<file path="config.mk">
export PLATFORM = sky130hd
export DESIGN_NAME = controlador_jugadas_flat
export DESIGN_NICKNAME = d
export VERILOG_FILES = /design/src/rtl/tictactoe_pkg.sv /design/src/rtl/controlador_jugadas_if.sv /design/src/rtl/linea_check.sv /design/src/rtl/controlador_jugadas.sv /design/src/flat_wrapper.sv
export SDC_FILE = /design/constraint.sdc
export NUM_CORES = 1
export LEC_CHECK = 0
export ABC_AREA = 1
export ABC_CLOCK_PERIOD_IN_PS = 2480
export CORE_UTILIZATION = 30
export CTS_BUF_LIST = sky130_fd_sc_hd__clkbuf_4 sky130_fd_sc_hd__clkbuf_8 sky130_fd_sc_hd__clkbuf_16
export CTS_CLUSTER_DIAMETER = 80
export CTS_CLUSTER_SIZE = 8
export DETAILED_ROUTE_END_ITERATION = 10
export SETUP_SLACK_MARGIN = 0.05
export SLEW_MARGIN = 20
export SYNTH_ARGS = -nofsm -noshare
export SYNTH_HDL_FRONTEND = slang
export SYNTH_SLANG_ARGS = --single-unit
</file>
<file path="constraint.sdc">
create_clock -name clk_100MHz -period 2.48 [get_ports clk_100MHz]
set_clock_uncertainty 0.15 [all_clocks]
set_input_delay 0.496 -clock clk_100MHz [delete_from_list [all_inputs] [get_ports clk_100MHz]]
set_output_delay 0.496 -clock clk_100MHz [all_outputs]
set_load 0.01 [all_outputs]
</file>
<file path="src/rtl/tictactoe_pkg.sv">
// Shared definitions for the tic-tac-toe move controller: state encoding,
// winning-line masks and small helpers.
package tictactoe_pkg;

  typedef enum logic [3:0] {
    ST_CLEAR     = 4'd0,
    ST_IDLE      = 4'd1,
    ST_VALIDATE  = 4'd2,
    ST_WRITE     = 4'd3,
    ST_WAIT_REG  = 4'd4,
    ST_SCAN      = 4'd5,
    ST_RESULT    = 4'd6,
    ST_GAME_OVER = 4'd7
  } estado_t;

  localparam logic [8:0] FULL_BOARD = 9'h1FF;

  // Board bit n is square n, row-major, bit0 = top-left.
  localparam logic [8:0] LINEA_0 = 9'h007;  // {0,1,2}
  localparam logic [8:0] LINEA_1 = 9'h038;  // {3,4,5}
  localparam logic [8:0] LINEA_2 = 9'h1C0;  // {6,7,8}
  localparam logic [8:0] LINEA_3 = 9'h049;  // {0,3,6}
  localparam logic [8:0] LINEA_4 = 9'h092;  // {1,4,7}
  localparam logic [8:0] LINEA_5 = 9'h124;  // {2,5,8}
  localparam logic [8:0] LINEA_6 = 9'h111;  // {0,4,8}
  localparam logic [8:0] LINEA_7 = 9'h054;  // {2,4,6}

  function automatic logic [8:0] mascara_linea(input logic [2:0] idx);
    logic [8:0] m;
    case (idx)
      3'd0:    m = LINEA_0;
      3'd1:    m = LINEA_1;
      3'd2:    m = LINEA_2;
      3'd3:    m = LINEA_3;
      3'd4:    m = LINEA_4;
      3'd5:    m = LINEA_5;
      3'd6:    m = LINEA_6;
      default: m = LINEA_7;
    endcase
    return m;
  endfunction

  function automatic logic es_one_hot(input logic [8:0] v);
    return (v != 9'd0) && ((v & (v - 9'd1)) == 9'd0);
  endfunction

endpackage

</file>
<file path="src/rtl/controlador_jugadas_if.sv">
// Bundle between the click front end / board registers and the move controller.
//
// Handshake semantics: a request is the rising edge of click (level signal,
// sampled every cycle); it is accepted only while the controller is idle,
// otherwise it is dropped. cuadro is captured in the request cycle. All
// controller outputs named *_x/_o strobes, resetPosiciones, move_rejected and
// result_valid are single-cycle pulses with no back-pressure; the board
// registers must accept a strobe in the cycle it appears. restart is a level
// request that overrides everything.
interface controlador_jugadas_if;
  logic       restart;
  logic       click;
  logic [8:0] cuadro;
  logic [8:0] posiciones_x;
  logic [8:0] posiciones_o;
  logic [8:0] almacenar_x;
  logic [8:0] almacenar_o;
  logic       resetPosiciones;
  logic       turnoX;
  logic       busy;
  logic       move_rejected;
  logic       result_valid;
  logic       ganador_x;
  logic       ganador_o;
  logic       empate;
  logic [2:0] linea_ganadora;
  logic [3:0] estado;

  modport master (
    output restart, click, cuadro, posiciones_x, posiciones_o,
    input  almacenar_x, almacenar_o, resetPosiciones, turnoX, busy,
           move_rejected, result_valid, ganador_x, ganador_o, empate,
           linea_ganadora, estado
  );

  modport slave (
    input  restart, click, cuadro, posiciones_x, posiciones_o,
    output almacenar_x, almacenar_o, resetPosiciones, turnoX, busy,
           move_rejected, result_valid, ganador_x, ganador_o, empate,
           linea_ganadora, estado
  );
endinterface

</file>
<file path="src/rtl/linea_check.sv">
// Combinational test of one winning line (selected by idx) against a board.
module linea_check (
  input  logic [8:0] board,
  input  logic [2:0] idx,
  output logic       match
);
  import tictactoe_pkg::*;

  logic [8:0] mascara;

  // Line matches when every square of its mask is occupied.
  always_comb begin
    mascara = mascara_linea(idx);
    match   = (board & mascara) == mascara;
  end
endmodule

</file>
<file path="src/rtl/controlador_jugadas.sv">
// Move sequencer: captures clicks, validates them, writes the board of the
// player on turn, scans the 8 lines with fixed latency and reports the result.
module controlador_jugadas #(
  parameter bit START_X         = 1'b1,
  parameter bit ALTERNATE_START = 1'b1
) (
  input  logic                  clk_100MHz,
  input  logic                  reset_n,
  controlador_jugadas_if.slave  bus
);
  import tictactoe_pkg::*;

  estado_t    state_q, state_d;
  logic       click_prev;
  logic [8:0] cuadro_q;
  logic [2:0] scan_cnt;
  logic       hit_found;
  logic [2:0] hit_idx;
  logic       turno_q;
  logic       next_starter;
  logic       gx_q, go_q, emp_q;
  logic [2:0] linea_q;
  logic       rp_q;
  logic       arranque;      // set by reset so the reset CLEAR also pulses
  logic       req;
  logic       legal;
  logic       line_match;
  logic       entrada_clear; // cycle before a fresh CLEAR (one pulse per entry)
  logic [8:0] ocupadas;
  logic [8:0] board_mov;

  assign req       = bus.click & ~click_prev;
  assign ocupadas  = bus.posiciones_x | bus.posiciones_o;
  assign legal     = es_one_hot(cuadro_q) && ((cuadro_q & ocupadas) == 9'd0);
  assign board_mov = turno_q ? bus.posiciones_x : bus.posiciones_o;
  assign entrada_clear = (state_d == ST_CLEAR) && ((state_q != ST_CLEAR) || arranque);

  linea_check u_linea_check (
    .board (board_mov),
    .idx   (scan_cnt),
    .match (line_match)
  );

  // State register.
  always_ff @(posedge clk_100MHz or negedge reset_n) begin
    if (!reset_n) state_q <= ST_CLEAR;
    else          state_q <= state_d;
  end

  // Next-state logic; restart overrides every transition.
  always_comb begin
    state_d = state_q;
    case (state_q)
      ST_CLEAR:     state_d = arranque ? ST_CLEAR : ST_IDLE;
      ST_IDLE:      if (req) state_d = ST_VALIDATE;
      ST_VALIDATE:  state_d = legal ? ST_WRITE : ST_IDLE;
      ST_WRITE:     state_d = ST_WAIT_REG;
      ST_WAIT_REG:  state_d = ST_SCAN;
      ST_SCAN:      if (scan_cnt == 3'd7) state_d = ST_RESULT;
      ST_RESULT:    state_d = (hit_found || (ocupadas == FULL_BOARD)) ? ST_GAME_OVER : ST_IDLE;
      ST_GAME_OVER: state_d = ST_GAME_OVER;
      default:      state_d = ST_CLEAR;
    endcase
    if (bus.restart) state_d = ST_CLEAR;
  end

  // Datapath: click edge, square latch, line scan, turn and outcome flags.
  always_ff @(posedge clk_100MHz or negedge reset_n) begin
    if (!reset_n) begin
      click_prev   <= 1'b0;
      cuadro_q     <= 9'd0;
      scan_cnt     <= 3'd0;
      hit_found    <= 1'b0;
      hit_idx      <= 3'd0;
      turno_q      <= START_X;
      next_starter <= START_X;
      gx_q         <= 1'b0;
      go_q         <= 1'b0;
      emp_q        <= 1'b0;
      linea_q      <= 3'd0;
      rp_q         <= 1'b0;
      arranque     <= 1'b1;
    end else begin
      click_prev <= bus.click;
      rp_q       <= entrada_clear;
      if (state_q == ST_CLEAR) arranque <= 1'b0;
      if (state_q == ST_IDLE && req) cuadro_q <= bus.cuadro;

      if (state_q == ST_WAIT_REG) begin
        scan_cnt  <= 3'd0;
        hit_found <= 1'b0;
        hit_idx   <= 3'd0;
      end else if (state_q == ST_SCAN) begin
        scan_cnt <= scan_cnt + 3'd1;
        if (line_match && !hit_found) begin
          hit_found <= 1'b1;
          hit_idx   <= scan_cnt;
        end
      end

      if (entrada_clear) begin
        turno_q <= next_starter;
        if (ALTERNATE_START) next_starter <= ~next_starter;
        gx_q    <= 1'b0;
        go_q    <= 1'b0;
        emp_q   <= 1'b0;
        linea_q <= 3'd0;
      end else if (state_q == ST_RESULT) begin
        if (hit_found) begin
          if (turno_q) gx_q <= 1'b1;
          else         go_q <= 1'b1;
          linea_q <= hit_idx;
        end else if (ocupadas == FULL_BOARD) begin
          emp_q <= 1'b1;
        end else begin
          turno_q <= ~turno_q;
        end
      end
    end
  end

  assign bus.almacenar_x     = (state_q == ST_WRITE && turno_q && !bus.restart) ? cuadro_q : 9'd0;
  assign bus.almacenar_o     = (state_q == ST_WRITE && !turno_q && !bus.restart) ? cuadro_q : 9'd0;
  assign bus.move_rejected   = (state_q == ST_VALIDATE) && !legal && !bus.restart;
  assign bus.result_valid    = (state_q == ST_RESULT) && !bus.restart;
  assign bus.resetPosiciones = rp_q;
  assign bus.turnoX          = turno_q;
  assign bus.busy            = (state_q inside {ST_CLEAR, ST_VALIDATE, ST_WRITE,
                                                ST_WAIT_REG, ST_SCAN, ST_RESULT});
  assign bus.ganador_x       = gx_q;
  assign bus.ganador_o       = go_q;
  assign bus.empate          = emp_q;
  assign bus.linea_ganadora  = linea_q;
  assign bus.estado          = state_q;

endmodule

</file>
<file path="src/flat_wrapper.sv">
// flat-port wrapper written by rule: the top's interface ports become plain ports
module controlador_jugadas_flat import tictactoe_pkg::*;
#(
  parameter bit START_X         = 1'b1,
  parameter bit ALTERNATE_START = 1'b1
)
  (clk_100MHz, reset_n, bus_restart, bus_click, bus_cuadro, bus_posiciones_x, bus_posiciones_o, bus_almacenar_x, bus_almacenar_o, bus_resetPosiciones, bus_turnoX, bus_busy, bus_move_rejected, bus_result_valid, bus_ganador_x, bus_ganador_o, bus_empate, bus_linea_ganadora, bus_estado);
  controlador_jugadas_if bus_i ();
  input  logic clk_100MHz;
  input  logic reset_n;
  input wire logic [$bits(bus_i.restart)-1:0] bus_restart;
  input wire logic [$bits(bus_i.click)-1:0] bus_click;
  input wire logic [$bits(bus_i.cuadro)-1:0] bus_cuadro;
  input wire logic [$bits(bus_i.posiciones_x)-1:0] bus_posiciones_x;
  input wire logic [$bits(bus_i.posiciones_o)-1:0] bus_posiciones_o;
  output wire logic [$bits(bus_i.almacenar_x)-1:0] bus_almacenar_x;
  output wire logic [$bits(bus_i.almacenar_o)-1:0] bus_almacenar_o;
  output wire logic [$bits(bus_i.resetPosiciones)-1:0] bus_resetPosiciones;
  output wire logic [$bits(bus_i.turnoX)-1:0] bus_turnoX;
  output wire logic [$bits(bus_i.busy)-1:0] bus_busy;
  output wire logic [$bits(bus_i.move_rejected)-1:0] bus_move_rejected;
  output wire logic [$bits(bus_i.result_valid)-1:0] bus_result_valid;
  output wire logic [$bits(bus_i.ganador_x)-1:0] bus_ganador_x;
  output wire logic [$bits(bus_i.ganador_o)-1:0] bus_ganador_o;
  output wire logic [$bits(bus_i.empate)-1:0] bus_empate;
  output wire logic [$bits(bus_i.linea_ganadora)-1:0] bus_linea_ganadora;
  output wire logic [$bits(bus_i.estado)-1:0] bus_estado;
  assign bus_i.restart = bus_restart;
  assign bus_i.click = bus_click;
  assign bus_i.cuadro = bus_cuadro;
  assign bus_i.posiciones_x = bus_posiciones_x;
  assign bus_i.posiciones_o = bus_posiciones_o;
  assign bus_almacenar_x = bus_i.almacenar_x;
  assign bus_almacenar_o = bus_i.almacenar_o;
  assign bus_resetPosiciones = bus_i.resetPosiciones;
  assign bus_turnoX = bus_i.turnoX;
  assign bus_busy = bus_i.busy;
  assign bus_move_rejected = bus_i.move_rejected;
  assign bus_result_valid = bus_i.result_valid;
  assign bus_ganador_x = bus_i.ganador_x;
  assign bus_ganador_o = bus_i.ganador_o;
  assign bus_empate = bus_i.empate;
  assign bus_linea_ganadora = bus_i.linea_ganadora;
  assign bus_estado = bus_i.estado;
  controlador_jugadas #(.START_X(START_X), .ALTERNATE_START(ALTERNATE_START)) u_core (.clk_100MHz(clk_100MHz), .reset_n(reset_n), .bus(bus_i));
endmodule
</file>
# After elaboration in Yosys (flattened, before gate mapping)

Index checks and enable logic that the tools add are counted.

Register bits: 31
Output and inout bits: 33
Word-level logic and storage cells: 119

$add $sub $neg: 2
Eq/ne operators: 19
Muxes and demuxes: 38
Bitwise operators: 8
Reduce and logical (&&, ||, !) cells: 38

Operators by type and width:

| kind                                              | number |
|---|---|
| one-hot mux 9 bit (7 select lines)                | 1 |
| one-hot mux 4 bit (8 select lines)                | 1 |
| bitwise AND 9 bit                                 | 3 |
| two-way mux 3 bit                                 | 9 |
| two-way mux 9 bit                                 | 3 |
| two-way mux 1 bit                                 | 20 |
| zero test 9 bit                                   | 2 |
| == test 4 x 3 -> 1 bit (second input constant)    | 4 |
| == test 3 bit (second input constant)             | 4 |
| logical AND 1 bit                                 | 12 |
| two-way mux 4 bit                                 | 3 |
| AND reduction 3 bit                               | 4 |
| nonzero test 2 bit                                | 6 |
| == test 9 bit                                     | 1 |
| == test 9 bit (second input constant)             | 1 |
| OR 9 bit                                          | 1 |
| nonzero test 9 bit                                | 1 |
| subtractor 9 x 1 -> 9 bit (second input constant) | 1 |
| == test 4 x 2 -> 1 bit (second input constant)    | 2 |
| zero test 4 bit                                   | 2 |
| == test 3 x 2 -> 1 bit (second input constant)    | 2 |
| nonzero test 6 bit                                | 1 |
| == test 4 x 1 -> 1 bit (second input constant)    | 1 |
| zero test 1 bit                                   | 4 |
| other kinds (11)                                  | 16 |

# Logic depth before layout (Yosys ltp)

Gate-level depths: netlist (run 1).

Word-level depth: 12
Depth in mapped cells: 13
Depth with buffers taken out: 13

# Hierarchy

A second synthesis (run 1) with hierarchy kept.

Cells, all modules: 316
Area total of the unflattened synthesis: 2004.4 um2

Modules (own cells, without submodules):

| module              | instances | cells each | area an instance (um2) | seq. area each (um2) |
|---|---|---|---|---|
| controlador_jugadas | 1         | 284        | 1868.0                 | 779.5 |
| linea_check         | 1         | 32         | 136.4                  | 0.0 |

# Least setup slack after synthesis (run 1)

OpenSTA, ideal clock, no wires.

Path type: register to output
Start point: register u_core.state_q[2] (netlist: u_core.bus.estado[2])
End point: output port bus_almacenar_o[0]
Arrival: 1332 ps
Required time: 1834 ps
Slack: 502 ps
Cell stages (with the launch flop): 6
Buffers on the path: 0
Cell sequence: dfrtp_1 > nor2_2 > inv_1 > nor2_1 > nand3_1 > nor2_1

Cells in the longest elaborated chain, start to end: 4

RTL lines:

| element                         | line                       | RTL |
|---|---|---|
| from (decl)                     | controlador_jugadas.sv:13  | `estado_t state_q, state_d;` |
| from (signal assigned)          | controlador_jugadas.sv:47  | `else state_q <= state_d;` |
| == test 4 x 2 -> 1 bit          | controlador_jugadas.sv:123 | `assign bus.almacenar_o = (state_q == ST_WRITE && !turno_q && !bus.restart) ? cuadro_q : 9'd0;` |
| logical AND 1 bit (2 in series) | controlador_jugadas.sv:123 |  |
| two-way mux 9 bit               | controlador_jugadas.sv:123 |  |
| to (decl)                       | flat_wrapper.sv:17         | `output wire logic [$bits(bus_i.almacenar_o)-1:0] bus_almacenar_o;` |

Every way passes these cells.

# Worst setup path after layout (run 1)

Start point: input port bus_posiciones_o[7]
End point: output port bus_move_rejected

Cells in the longest elaborated chain, start to end: 7

RTL lines:

| element                         | line                       | RTL |
|---|---|---|
| from (decl)                     | flat_wrapper.sv:15         | `input wire logic [$bits(bus_i.posiciones_o)-1:0] bus_posiciones_o;` |
| OR 9 bit                        | controlador_jugadas.sv:33  | `assign ocupadas = bus.posiciones_x \| bus.posiciones_o;` |
| bitwise AND 9 bit               | controlador_jugadas.sv:34  | `assign legal = es_one_hot(cuadro_q) && ((cuadro_q & ocupadas) == 9'd0);` |
| zero test 9 bit                 | controlador_jugadas.sv:34  |  |
| logical AND 1 bit               | controlador_jugadas.sv:34  |  |
| zero test 1 bit                 | controlador_jugadas.sv:124 | `assign bus.move_rejected = (state_q == ST_VALIDATE) && !legal && !bus.restart;` |
| logical AND 1 bit (2 in series) | controlador_jugadas.sv:124 |  |
| to (decl)                       | flat_wrapper.sv:21         | `output wire logic [$bits(bus_i.move_rejected)-1:0] bus_move_rejected;` |

Every way passes these cells.

==> impl_metrics.py, run 1 <==
metrics = {
    "run_status": {
        "run_status": "finished, final reports clean",
    },
    "critical_path": {
        "path_cells": "clkdlybuf4s50_1 -> inv_1 -> nand2_2 -> nand2_1 -> nand2_1 -> nor2_1 -> nand2_1 -> nor2_4 -> a211oi_2 -> buf_2",
        "end_kind": "output port",
        "crit_path_frequent_cell": "nand2_1",
        "cp-start-kind": "input port",
        "path_buf_inv": 3,
        "crit_slowest_cell": "clkdlybuf4s50_1",
        "path_delay_family": "buffers and inverters",
        "cp_slowest_stage_delay_ns": 0.48,
        "path_class": "in2out",
        "worst-path-max-fanout": 2,
        "arrival_ns": 1.73,
        "crit_required_ns": 1.83,
    },
    "place": {
        "pre_cts_slack_ns": -0.390,
        "portBuffers": 63,
        "gp_congestion": 0.869,
        "hpwl_mm": 4.86,
    },
    "final_layout": {
        "drive_gt1_share_pct": 20.0,
        "final_common_cell": "nand2_1",
        "final_nets": 450,
        "area_delta_synth_final_pct": 47.0,
        "n_antenna_cell": 0,
        "mostFrequentLayoutCells": "nand2_1 (74), nor2_1 (56), inv_1 (43), clkdlybuf4s50_1 (37), dfrtp_1 (26)",
    },
    "timing": {
        "final.setup.worst_slack_ns": 0.109,
        "timing_max_transition_violations_final": 0,
        "fmax_ghz": 0.422,
        "timing.final.crit_share_pct": 95.6,
        "timing.setup.tns_ns": 0,
        "setup_viol_count_final": 0,
        "rsz0062_at_grt": "yes",
        "finalCriticalPeriod_ns": 2.37,
        "hold_viol": 0,
    },
    "power": {
        "swShare_pct": 33.6,
        "intPower_mw": 1.06,
        "combinationalPowerShare_pct": 29.6,
        "p_switching_mw": 0.539,
        "p_seq_share_pct": 38.9,
        "clockPowerShare_pct": 31.5,
        "peakVddDrop_uv": 258,
        "total_leakage_power_nw": 1.69,
        "p_per_area_nw_per_um2": 496,
    },
    "cts": {
        "clock-root-buffer": "clkbuf_8",
        "cts_tree": "done",
        "ctsLongestPathBuffers": 2,
        "cts_buffers": 5,
        "cts_num_sinks": 31,
        "path_clk_slew_ns": 0.07,
        "cts_hold_buf": 0,
        "htreeDepth": 2,
        "clock_latency_ns": 0.28,
    },
    "detailed_routing": {
        "routed_wl_mm": 6.11,
        "drt_drc_violations_left": 0,
        "num_vias": 2270,
        "drt_iter0_drc": 77,
        "drt-wirelength-per-cell_um": 12.0,
        "viasPerCell": 4.45,
        "drtPass1Iterations": 4,
        "drtAntennaViolNets": 0,
    },
    "die": {
        "die_area_um2": 7690,
        "initial_core_util_pct": 31.7,
        "rows": 30,
        "die_x_um": 87.7,
        "core_area_um2": 6940,
        "die_h_um": 87.7,
        "io_pins": 64,
    },
    "synthesis": {
        "synth_top_cell_area_share_pct": 31.8,
        "syn-cell-area_um2": 2200,
        "synth_seq_cells": 31,
        "seq_area_frac_synth_pct": 35.4,
        "synth_top_cell_by_area": "dfrtp_1",
        "synth_area_per_cell_um2": 6.82,
        "synthTopCellsByArea": "dfrtp_1 (32%), nand2_1 (13%), nor2_1 (11%)",
        "synth_nets": 360,
        "yosys_warnings": 0,
        "ys_types": 34,
        "syn_inst": 323,
    },
    "global_route": {
        "grt_usage_pct": 17.4,
        "grt_pass1_wl_mm": 10.4,
        "grt_max_degree": 32,
        "antenna_found_initial": 0,
        "grt_overflow": 0,
        "grt_pass1_vias": 2255,
    },
    "min_path": {
        "min_path_type": "reg2reg",
    },
    "run": {
        "drv_cap": 0,
    },
}
[area by class of cell]
type                       instances  area (µm²)
sequential                        31         782
clock inverter                     3        43.8
multi-input combinational        233        1210
inverter                          55         216
timing repair buffer              87         795
tap                               96         120
fill                             733        3710
clock buffer                       5        68.8
[worst min-delay path: cells and delay by family (launching register included)]
| family | cells | cell delay [ns] |
|---|---|---|
| DFF | 1 | 0.36 |
| AOI/OAI and AO/OA | 1 | 0.04 |
| buffers and inverters | 1 | 0.06 |
[sequential cells by signal, summed over array words and instances (netlist names)]
signal and cells:
u_core.cuadro_q 9, u_core.bus.estado 4, u_core.bus.linea_ganadora 3, u_core.hit_idx 3
u_core.scan_cnt 3, u_core.arranque 1, u_core.bus.empate 1, u_core.bus.ganador_o 1
u_core.bus.ganador_x 1, u_core.bus.resetPosiciones 1, u_core.bus.turnoX 1, u_core.click_prev 1
u_core.hit_found 1, u_core.next_starter 1
[what timing repair did]
action | 4_1_cts | 5_1_grt
buffers inserted | 1 | 0
endpoints found under the hold margin | 0 | 0
gates resized for setup | 32 | 13
setup endpoints to repair | 21 | 7
gates cloned | 0 | 0
pin swaps | 1 | 4
[stage by stage]
| stage | std cells | utilization, % | power [mW] | hold WS [ns] | cell area, µm² |
|---|---|---|---|---|---|
| 2_1_floorplan | 323 | - | 0.892 | 0.0504 | 2200 |
| 3_3_place_gp | 501 | 44.6 | 1.10 | 0.295 | 3100 |
| 3_5_place_dp | 501 | 44.6 | 1.11 | 0.300 | 3100 |
| 4_1_cts | 510 | 46.2 | 1.63 | 0.312 | 3210 |
| 5_1_grt | 510 | 46.6 | 1.72 | 0.339 | 3240 |
| 6_report | 510 | 46.6 | 1.60 | 0.311 | 3240 |
[logic make-up after synthesis]
group	synth area share, %
simple gates	37.2
buf+inv	11.0
compound gates	12.5
flops	35.4
fa+ha+maj	3.41
xor+xnor	0.398
other cells	0.170
[power by group through the flow]
stage | Clock (mW) | Combinational [mW] | Sequential (mW)
6_report | 0.505 | 0.475 | 0.624
5_1_grt | 0.546 | 0.538 | 0.631
4_1_cts | 0.524 | 0.478 | 0.624
3_5_place_dp | 0 | 0.473 | 0.633
3_3_place_gp | 0 | 0.468 | 0.631
2_1_floorplan | 0 | 0.265 | 0.627
[synth_stat cells]
library cell  count
inv_2             9
buf_4             2
a21oi_1          14
conb_1            1
o21ai_1           4
o2111ai_1         1
buf_2             2
nor3b_1           1
o21ai_2           3
nand3_1          15
a31oi_1           1
nor2_1           62
inv_1            44
nand2_4           3
nand2_1          76
nand2_2           2
nor2_2            4
o221ai_1          1
dfstp_2           3
nor3_2            1
nand4_1           5
o22ai_1           6
o21ai_0          13
a21oi_4           1
inv_8             1
ha_1              6
inv_4             1
dfrtp_1          28
nand3_2           1
nor3_1            1
a211oi_1          1
nor2_4            8
xor2_1            1
a21oi_2           1
[layer usage]
layer | wire length (µm) | vias to the layer above | track usage (%)
li1 | - | 1191 | -
met1 | 2820 | 1013 | 21.8
met2 | 2840 | 57 | 29.4
met3 | 351 | 9 | 3.58
met5 | 0 | - | 0
met4 | 100 | 0 | 6.56
[path summary, 6_finish.rpt]
| check | from | slack (ns) | cells past startpoint | endpoint |
|---|---|---|---|---|
| max | bus_posiciones_o[7] | 0.11 | 10 | bus_move_rejected |
| min | u_core.arranque | 0.31 | 2 | u_core.arranque |
| max reg2reg | u_core.scan_cnt[0] | 0.44 | 11 | u_core.bus.ganador_x |
| min reg2reg | u_core.arranque | 0.31 | 2 | u_core.arranque |
| max in group asynchronous | reset_n | 1.38 | 2 | u_core.arranque |
| min in group asynchronous | reset_n | 0.47 | 2 | u_core.click_prev |
(Power assumes the default switching activity.)
==> run 2: changes to the inputs <==
ABC_CLOCK_PERIOD_IN_PS = 3000   (was 2480)
clock period = 3 ns   (was 2.48 ns; I/O delays follow)
==> run 2 against run 1 <==
Net effect: die area is the same; hold slack better by 0.0015 ns; sequential power decreased by 13%; combinational power is 29% lower; first-iteration DRC count unchanged; register-to-register slack improved by 0.51 ns; total power down 19%; count of clock-buffer cells in the layout unchanged; largest power group unchanged.
==> impl_metrics.py, run 2 (synthesis gave the netlist of run 1 again) <==
metrics = {
    "timing": {
        "fmax_ghz": 0.351,
        "holdWs_ns": 0.313,
        "timing_max_transition_violations_final": 0,
        "timing.setup.tns_ns": 0,
        "finalCriticalPeriod_ns": 2.85,
        "final.setup.worst_slack_ns": 0.148,
        "rsz0062_at_grt": "no",
        "timing.final.crit_share_pct": 95.1,
        "hold_viol": 0,
        "setup_viol_count_final": 0,
    },
    "die": {
        "io_pins": 64,
        "rows": 30,
        "die_h_um": 87.7,
        "core_area_um2": 6940,
        "initial_core_util_pct": 31.7,
        "die_x_um": 87.7,
        "die_area_um2": 7690,
    },
    "detailed_routing": {
        "viasPerCell": 4.48,
        "routed_wl_mm": 6.05,
        "drt_iter0_drc": 77,
        "drtPass1Iterations": 4,
        "drt_drc_violations_left": 0,
        "num_vias": 2249,
        "drtAntennaViolNets": 0,
        "drt-wirelength-per-cell_um": 12.0,
    },
    "global_route": {
        "antenna_found_initial": 0,
        "grt_overflow": 0,
        "grt_max_degree": 32,
        "grt_pass1_vias": 2140,
        "grt_pass1_wl_mm": 9.98,
        "grt_usage_pct": 16.8,
    },
    "min_path": {
        "worstHoldStart": "u_core.arranque",
        "hold_end": "u_core.arranque",
        "min_path_cells": 2,
        "min_path_type": "reg2reg",
    },
    "final_layout": {
        "num-fill-cells": 755,
        "final_nets": 442,
        "largest_reg_flops": 9,
        "area_delta_synth_final_pct": 43.6,
        "drive_gt1_share_pct": 15.8,
        "top_register": "u_core.cuadro_q",
        "mostFrequentLayoutCells": "nand2_1 (76), clkdlybuf4s50_1 (62), nor2_1 (61), inv_1 (44), dfrtp_1 (27)",
        "final_common_cell": "nand2_1",
        "n_antenna_cell": 0,
    },
    "power": {
        "p_switching_mw": 0.442,
        "swShare_pct": 34.0,
        "combinationalPowerShare_pct": 25.7,
        "p_per_area_nw_per_um2": 412,
        "peakVddDrop_uv": 308,
        "intPower_mw": 0.859,
        "p_seq_share_pct": 41.8,
        "total_leakage_power_nw": 1.52,
        "clockPowerShare_pct": 32.5,
    },
    "critical_path": {
        "reg2reg_from": "u_core.scan_cnt[0]",
        "path_class": "in2out",
        "crit_required_ns": 2.25,
        "end_kind": "output port",
        "reg2reg_depth": 11,
        "worst-path-max-fanout": 2,
        "r2r_end": "u_core.bus.empate",
        "arrival_ns": 2.10,
        "cp-start-kind": "input port",
        "r2r_setup_slack_ns": 0.95,
    },
    "place": {
        "pre_cts_slack_ns": -0.0612,
        "portBuffers": 63,
        "hpwl_mm": 4.67,
        "gp_congestion": 0.875,
    },
    "cts": {
        "cts_buffers": 5,
        "ctsLongestPathBuffers": 2,
        "clock-root-buffer": "clkbuf_8",
        "cts_tree": "done",
        "htreeDepth": 2,
        "cts_num_sinks": 31,
        "clock_latency_ns": 0.29,
        "path_clk_slew_ns": 0.07,
        "cts_setup_buffers": 0,
    },
    "run_status": {
        "run_status": "finished, final reports clean",
    },
    "run": {
        "drv_cap": 0,
    },
}
-- run 2: worst max path at each step --
stage	startpoint	end	slack, ns
6_report	bus_posiciones_o[1]	bus_move_rejected	0.15
5_1_grt	bus_posiciones_x[8]	bus_move_rejected	0.06
4_1_cts	u_core.bus.estado[0]	bus_almacenar_x[7]	0.11
3_5_place_dp	bus_posiciones_o[1]	bus_move_rejected	-0.06
3_3_place_gp	bus_posiciones_x[5]	bus_move_rejected	-0.05
2_1_floorplan	u_core.bus.estado[2]	bus_almacenar_o[0]	0.92
-- run 2: area by class of cell --
type	count	area (µm²)	share of cell area, %
Clock buffer	5	68.8	2.18
Clock inverter	3	43.8	1.38
Inverter	55	216	6.84
Multi-Input combinational cell	233	1180	37.4
Sequential cell	31	781	24.7
Tap cell	96	120	3.80
Timing Repair Buffer	79	749	23.7
-- run 2: stage by stage --
stage | cells | instance area (µm²) | utilization [%] | total power, mW
after floorplan | 323 | 2200 | - | 0.738
after global placement | 494 | 3050 | 43.9 | 0.883
after detailed placement | 494 | 3050 | 43.9 | 0.888
after CTS | 502 | 3160 | 45.5 | 1.32
after global routing | 502 | 3160 | 45.5 | 1.38
final | 502 | 3160 | 45.5 | 1.30
-- run 2: metal layers --
metal / up-vias / wire (µm) / track usage [%]
met2: 56 / 2790 / 28.0
met3: 8 / 285 / 2.83
li1: 1173 / - / -
met4: 0 / 91 / 6.11
met1: 1012 / 2890 / 22.1
met5: - / 0 / 0
-- run 2: power groups by stage --
stage	Clock, mW	Sequential (mW)	Combinational (mW)
floorplan	0	0.519	0.219
global placement	0	0.550	0.333
detailed placement	0	0.553	0.335
CTS	0.436	0.545	0.338
global route	0.448	0.552	0.378
finish	0.423	0.544	0.335
-- run 2: worst max-delay path, cell delays in order --
cell and delay, ns:
clkdlybuf4s50_1 0.44, nor2_2 0.17, nand2_1 0.06, nand2_1 0.06, nand2_1 0.05, nor2_1 0.11
nand2_1 0.07, nor2_1 0.14, a211oi_1 0.10, dlygate4sd2_1 0.31
-- run 2: repair_timing --
action	4_1_cts	5_1_grt
setup endpoints to repair	1	18
resized for setup	2	1
hold endpoints to repair	0	0
hold buffers	0	0
==> run 3: changes to the inputs <==
CTS_CLUSTER_SIZE = unset   (was 8)
==> results of run 3 <==
The final DEF is identical to that of run 2; final timing and power are the same.
